$ cat src/rtl/change_dispense_sched.sv
// change_dispense_sched: meters a change amount out as 2-unit then 1-unit hopper pulses,
// with idle gaps between pulses, hopper stock tracking and shortfall reporting.
module change_dispense_sched #(
    parameter int AMT_W      = 4,
    parameter int CNT_W      = 4,
    parameter int STOCK_INIT = 8,
    parameter int STOCK_MAX  = 15,
    parameter int GAP_CYCLES = 2
) (
    input  logic             clk,
    input  logic             rst,
    input  logic             req_valid_i,
    input  logic [AMT_W-1:0] req_amount_i,
    output logic             req_ready_o,
    input  logic             abort_i,
    input  logic             refill1_i,
    input  logic             refill2_i,
    output logic             out1_o,
    output logic             out2_o,
    output logic             busy_o,
    output logic             done_o,
    output logic             short_o,
    output logic [AMT_W-1:0] remain_o,
    output logic [CNT_W-1:0] stock1_o,
    output logic [CNT_W-1:0] stock2_o
);
    localparam int GW = GAP_CYCLES > 1 ? $clog2(GAP_CYCLES) : 1;

    typedef enum logic [2:0] {IDLE, SELECT, PULSE, GAP, DONE} state_t;

    state_t           state_q, state_d;
    logic [AMT_W-1:0] amt_q, amt_d, remain_q, remain_d;
    logic [CNT_W-1:0] stock1_q, stock1_d, stock2_q, stock2_d;
    logic [GW-1:0]    gap_q, gap_d;
    logic             coin2_q, coin2_d;
    logic             short_q, short_d, done_q, done_d;
    logic             out1_q, out1_d, out2_q, out2_d;

    always_comb begin
        state_d  = state_q;
        amt_d    = amt_q;
        coin2_d  = coin2_q;
        gap_d    = gap_q;
        short_d  = short_q;
        remain_d = remain_q;
        case (state_q)
            IDLE: if (req_valid_i) begin
                state_d  = SELECT;
                amt_d    = req_amount_i;
                short_d  = 1'b0;
                remain_d = '0;
            end
            SELECT: if (abort_i) begin
                state_d = DONE;
                short_d = 1'b1;
            end else if (amt_q == '0) begin
                state_d = DONE;
            end else if (amt_q >= AMT_W'(2) && stock2_q != '0) begin
                state_d = PULSE;
                coin2_d = 1'b1;
            end else if (stock1_q != '0) begin
                state_d = PULSE;
                coin2_d = 1'b0;
            end else begin
                state_d = DONE;
                short_d = 1'b1;
            end
            PULSE: begin
                amt_d   = amt_q - (coin2_q ? AMT_W'(2) : AMT_W'(1));
                gap_d   = '0;
                state_d = GAP_CYCLES == 0 ? SELECT : GAP;
            end
            GAP: if (abort_i) begin
                state_d = DONE;
                short_d = 1'b1;
            end else if (gap_q == GW'(GAP_CYCLES - 1)) begin
                state_d = SELECT;
            end else begin
                gap_d = gap_q + GW'(1);
            end
            DONE:    state_d = IDLE;
            default: state_d = IDLE;
        endcase
        // DONE lasts one cycle, so this fires only on entry
        if (state_d == DONE) remain_d = amt_d;
        done_d   = state_d == DONE;
        out2_d   = state_d == PULSE && coin2_d;
        out1_d   = state_d == PULSE && !coin2_d;
        // refill and the pulse's decrement combine, so a refill during a pulse leaves MAX-1
        stock1_d = (refill1_i ? CNT_W'(STOCK_MAX) : stock1_q) - CNT_W'(out1_q);
        stock2_d = (refill2_i ? CNT_W'(STOCK_MAX) : stock2_q) - CNT_W'(out2_q);
    end

    always_ff @(posedge clk) begin
        if (rst) begin
            state_q  <= IDLE;
            amt_q    <= '0;
            coin2_q  <= 1'b0;
            gap_q    <= '0;
            short_q  <= 1'b0;
            remain_q <= '0;
            done_q   <= 1'b0;
            out1_q   <= 1'b0;
            out2_q   <= 1'b0;
            stock1_q <= CNT_W'(STOCK_INIT);
            stock2_q <= CNT_W'(STOCK_INIT);
        end else begin
            state_q  <= state_d;
            amt_q    <= amt_d;
            coin2_q  <= coin2_d;
            gap_q    <= gap_d;
            short_q  <= short_d;
            remain_q <= remain_d;
            done_q   <= done_d;
            out1_q   <= out1_d;
            out2_q   <= out2_d;
            stock1_q <= stock1_d;
            stock2_q <= stock2_d;
        end
    end

    assign req_ready_o = state_q == IDLE;
    assign busy_o      = state_q != IDLE;
    assign out1_o      = out1_q;
    assign out2_o      = out2_q;
    assign done_o      = done_q;
    assign short_o     = short_q;
    assign remain_o    = remain_q;
    assign stock1_o    = stock1_q;
    assign stock2_o    = stock2_q;
endmodule

$ cat config.mk
export PLATFORM = sky130hd
export DESIGN_NAME = change_dispense_sched
export DESIGN_NICKNAME = d
export VERILOG_FILES = /design/src/rtl/change_dispense_sched.sv
export SDC_FILE = /design/constraint.sdc
export NUM_CORES = 1
export LEC_CHECK = 0
export ABC_AREA = 1
export CAP_MARGIN = 30
export CORE_ASPECT_RATIO = 0.5
export CORE_UTILIZATION = 50
export DETAILED_ROUTE_END_ITERATION = 12
export PLACE_DENSITY = 0.76
export RECOVER_POWER = 100
export SETUP_SLACK_MARGIN = 0.2
export SLEW_MARGIN = 40
export SYNTH_ARGS = -nofsm -noshare
export SYNTH_HDL_FRONTEND = slang
export SYNTH_SLANG_ARGS = --single-unit
$ cat constraint.sdc
create_clock -name clk -period 2.2 [get_ports clk]
set_clock_uncertainty 0.15 [all_clocks]
set_input_delay 0.44 -clock clk [delete_from_list [all_inputs] [get_ports clk]]
set_output_delay 0.44 -clock clk [all_outputs]
set_load 0.01 [all_outputs]
[Word-level counts from Yosys, hierarchy flattened]
Cells that the tools add are included.
Word-level totals
  register bits: 25
  input bits: 10
  output and inout bits: 18
  logic and storage cells: 74
Operators by class
  $add $sub $neg: 4
  order comparisons: 1
  eq/ne operators: 11
  mux-type cells: 31
  reductions and logical operators: 16
Operator list (number)
  $mux W4: 6
  $mux W3: 7
  $mux W1: 13
  $pmux W3 S4: 1
  $eq A3 B2 Y1 const B: 3
  $ne A3 B3 Y1 const B: 3
  $pmux W4 S2: 1
  $reduce_bool A4 Y1: 2
  $sub A4 B1 Y4: 2
  $ne A2 B2 Y1 const B: 3
  $reduce_and A6 Y1: 1
  $reduce_bool A2 Y1: 3
  $reduce_bool A3 Y1: 2
  $ge A4 B2 Y1 const B: 1
  $logic_not A4 Y1: 1
  $reduce_and A2 Y1: 2
  $sub A4 B2 Y4: 1
  $eq A3 B1 Y1 const B: 1
  $eq A3 B3 Y1 const B: 1
  $logic_and A1 B1 Y1: 3
  $logic_not A3 Y1: 1
  $pmux W1 S3: 1
  $mux W2: 1
  $pmux W1 S2: 1
  other kinds (2): 2

[Depth between registers and ports, before layout]
  depth in word-level cells: 9
  mapped depth: 10
  gate-level depth less buffers: 10

[Least setup slack after synthesis]
No wires, ideal clock.
  kind: register to register
  start point: reg coin2_q
  end point: reg remain_q[2], in the netlist remain_o[2]
  setup time: 0.114 ns
  arrival time: 1.516 ns
  data required time: 1.936 ns
  slack: 0.420 ns
  stages on the path, launching flop included: 10
  buffers on the path: 0
  clock period less this slack: 1.780 ns
  path through: dfxtp_1 inv_1 ha_1 inv_1 fa_1 or2_2 nand3_1 nand3_1 nand3_1 nand2_1
Between the ends
  longest elaborated chain between the ends: 4
RTL lines
  start: declaration: line 35  | logic coin2_q, coin2_d;
  start signal: assignment: line 110  | coin2_q <= coin2_d;
  $mux W2: line 69  | amt_d = amt_q - (coin2_q ? AMT_W'(2) : AMT_W'(1));
  $sub A4 B2 Y4: line 69
  $pmux W4 S2: line 46  | case (state_q)
  $mux W4: line 85  | if (state_d == DONE) remain_d = amt_d;
  end signal: assignment: line 113  | remain_q <= remain_d;
  end: declaration: line 32  | logic [AMT_W-1:0] amt_q, amt_d, remain_q, remain_d;
Every way passes these cells.
A chain may end at the register's enable or synchronous reset.

[Final worst setup path]
Ends and elaborated chain as after synthesis.

==> summary.txt <==
Yosys
  • Most frequent cells after synthesis: 39 x nand2_1, 27 x nor2_1, 25 x dfxtp_1
  • Mapped Cells: 185
  • Post-synthesis mux area share: 0%
  • Synth Area in Adders: 7.24%
  • Top cell type's share of synthesized area: 38.1%
  • Compound-cell area share of the yosys netlist: a little under a tenth
  • Post-synthesis register bit count: 25
  • Post-synth EDFFs: 0
  • Top-count cell post-synth: nand2_1
  • Sequential share of the synthesized area: 38.1%
  • Leading post-synthesis cells by cell area: dfxtp_1 38%, nand2_1 11%, nor2_1 7.7%, ha_1 5.7%, inv_1 5.4%
  • Syn nets: 202
  • Xor-xnor portion of the synthesized cell area: 0%
  • Combinational family with the most area after synthesis: simple AND/OR/NAND/NOR gates
  • Ys flop type: dfxtp_1
  • Yosys cell types: 24
  • Async SR Flop Fraction: 0%
  • Simple-gate share of the synthesized area: 37.1%
  • Yosys warning total: 0
  • Synth area leader: dfxtp_1
  • Synthesized area: about 1300 µm²
  • Avg Cell Area, Syn: 7.10 µm²

Timing
  • Worst rel slew slack: 78.8%
  • Final Hold Fails: 0
  • Setup TNS: 0 ps
  • Max-slew violation count: 0
  • Final WS setup: 222 ps
  • Final min period: slightly below 2000 ps
  • Achievable frequency: ~510 MHz
  • Final setup fails: 0
  • RSZ-0062 raised after global routing: false
  • Worst-Margin Slew: 317 ps
  • Period utilisation layout: between 80 and 90%

Critical path
  • Worst path max stage delay: 390 ps
  • CP startpoint kind: flip-flop
  • WP data required: 2220 ps
  • CP top delay family: simple AND/OR/NAND/NOR gates
  • CP Buf/Inv Count: 2
  • Crit path capture type: flip-flop
  • Worst-path fanout max: 3
  • Setup CP Type: flip-flop to flip-flop
  • Slowest cell on crit path: fa_1
  • Crit path arrival time: about 2000 ps
  • Most frequent CP cell: nand3_1
  • CP Cell Sequence: inv_1, ha_1, inv_1, fa_1, or2_2, nand3_1, nand3_1, nand3_1, nand2_1

Placed design
  • HPWL Detailed: about 2.2 mm
  • RePlAce Congestion: 0.873
  • Pre-CTS WS: 186 ps
  • Input/output buffers: 27

Detailed routing
  • Post-DRT Antenna Nets: 0
  • DR iter-0 viols: 36
  • Routed WL per cell: 11.2 µm
  • Vias per cell: 5.08
  • Total vias in the final route: 1280
  • Drt total wl: 2.82 mm
  • DRC: 0
  • Drt first pass iters: 4

Global routing
  • GRT Residual Overflow: 0
  • Largest net degree at the start of global routing: 14
  • Initial antenna violation count: 0
  • GR Util All Layers: between 20 and 25%
  • First-pass GRT wire length: 4.78 mm
  • Vias in the first global route: 1093

Finish
  • Layout cell share with drive strength beyond 1: roughly an eighth
  • Fin util: 70.9%
  • Area delta synth->final: 26.5%
  • Antenna diodes: 0
  • Layout Nets: 235

CTS
  • CTS root buf: clkbuf_8
  • Clock Tree Buf Depth: 2
  • Hold buffer count at CTS: 0
  • Clk Latency, worst-skew pair: 270 ps
  • Reg clk slew, reported paths: 80 ps
  • Inserted Clock Buffers: 3
  • H-tree depth: 1
  • CTS sink cnt: 25
  • CTS tree: done

Flow run
  • Max capacitance violation total: 0

Power
  • Share of power burned in registers: 47.0%
  • Design Power: 1100 µW
  • Clock power frac: 24.5%
  • Power per cell area: approximately 660 nW/µm²
  • Sw power: ~350 µW
  • Comb power frac: 28.5%
  • Pint: 748 µW
  • LEAKAGE: 0.000800 µW
  • VDD IR-drop max: 0.297 mV
  • Switch share: 31.8%

Floorplanning
  • Die H: between 30 and 40 µm
  • Die width: 74.5 µm
  • # rows: 12
  • Initial Util: 56.1%
  • Die area: 2850 µm²
  • Top-Level Pins: 28
  • Core Area: 2340 µm²

Run status
  • Outcome: completed

Hold path
  • HP Class: flip-flop to flip-flop
## sequential cells by signal (all words and copies together) (netlist names)
signal / cells
amt_q: 4
short_o: 1
stock2_o: 4
out1_o: 1
remain_o: 4
done_o: 1
out2_o: 1
gap_q: 1
state_q: 3
coin2_q: 1
stock1_o: 4
## logic make-up after synthesis
kind of cell	after synthesis
simple gates	104
buf+inv	27
flops	25
compound gates	22
fa+ha+maj	7
## power by group through the flow
stage               Clock [µW]  Sequential, µW  Combinational (µW)
global route               288             520                 352
floorplan                    0             532                 202
detailed placement           0             527                 327
CTS                        278             518                 333
finish                     268             515                 313
global placement             0             527                 321
## cell type report
type                            count  area, µm²
Tap cell                           35       43.8
Multi-Input combinational cell    133        676
Inverter                           24       92.6
Timing Repair Buffer               31        302
Fill cell                         214        681
Sequential cell                    25        503
Clock buffer                        4       45.0
## metal layers
metal	GRT usage, %	part of all wire (%)
met1	31.3	50
met2	36.0	42
met3	6.84	8.1
met4	7.08	0.39
met5	0	0
## layout by cell type (no fill, tap or decap), types with 2 or more instances in the layout
cell	synthesis	final
nand3_1	14	14
a21oi_1	9	9
dlygate4sd3_1	0	20
or2_2	3	3
inv_2	4	4
nor2_2	4	3
inv_1	19	19
nand2_1	39	41
nand2_2	6	5
clkdlybuf4s50_1	0	5
nand4_1	6	6
dfxtp_1	25	23
nor3_1	0	3
nor2_1	27	28
clkbuf_8	0	3
o211ai_1	2	2
o21ai_0	5	7
buf_4	0	4
ha_1	6	6
o21ai_1	3	2
dfxtp_2	0	2
## through the flow
step / instance area (µm²) / hold slack [ps] / instances
final: 1660 / 304 / 252
after global placement: 1630 / 288 / 246
after detailed placement: 1630 / 289 / 246
after global routing: 1660 / 319 / 252
after CTS: 1690 / 302 / 252
after floorplan: 1310 / 303 / 185
## path summary, 6_finish.rpt
kind,start,endpoint,slack [ps],cells after the start
min reg2reg,short_o,short_o,300,2
max reg2reg,coin2_q,remain_o[2],220,9
min,short_o,short_o,300,2
max,coin2_q,remain_o[2],220,9
## repair_timing
action	4_1_cts	5_1_grt
cloned	0	0
pin swaps	1	0
setup endpoints to repair	2	2
buffers inserted	2	0
gates resized for setup	3	5
## worst reg2reg max path: cells and delay by family, from the launching register on
kind          cells  cell delay, ps
buf+inv           2             190
simple gates      5             650
fa+ha+maj         2             560
flops             1             330
Note: power is estimated with default switching activity, not from simulation.
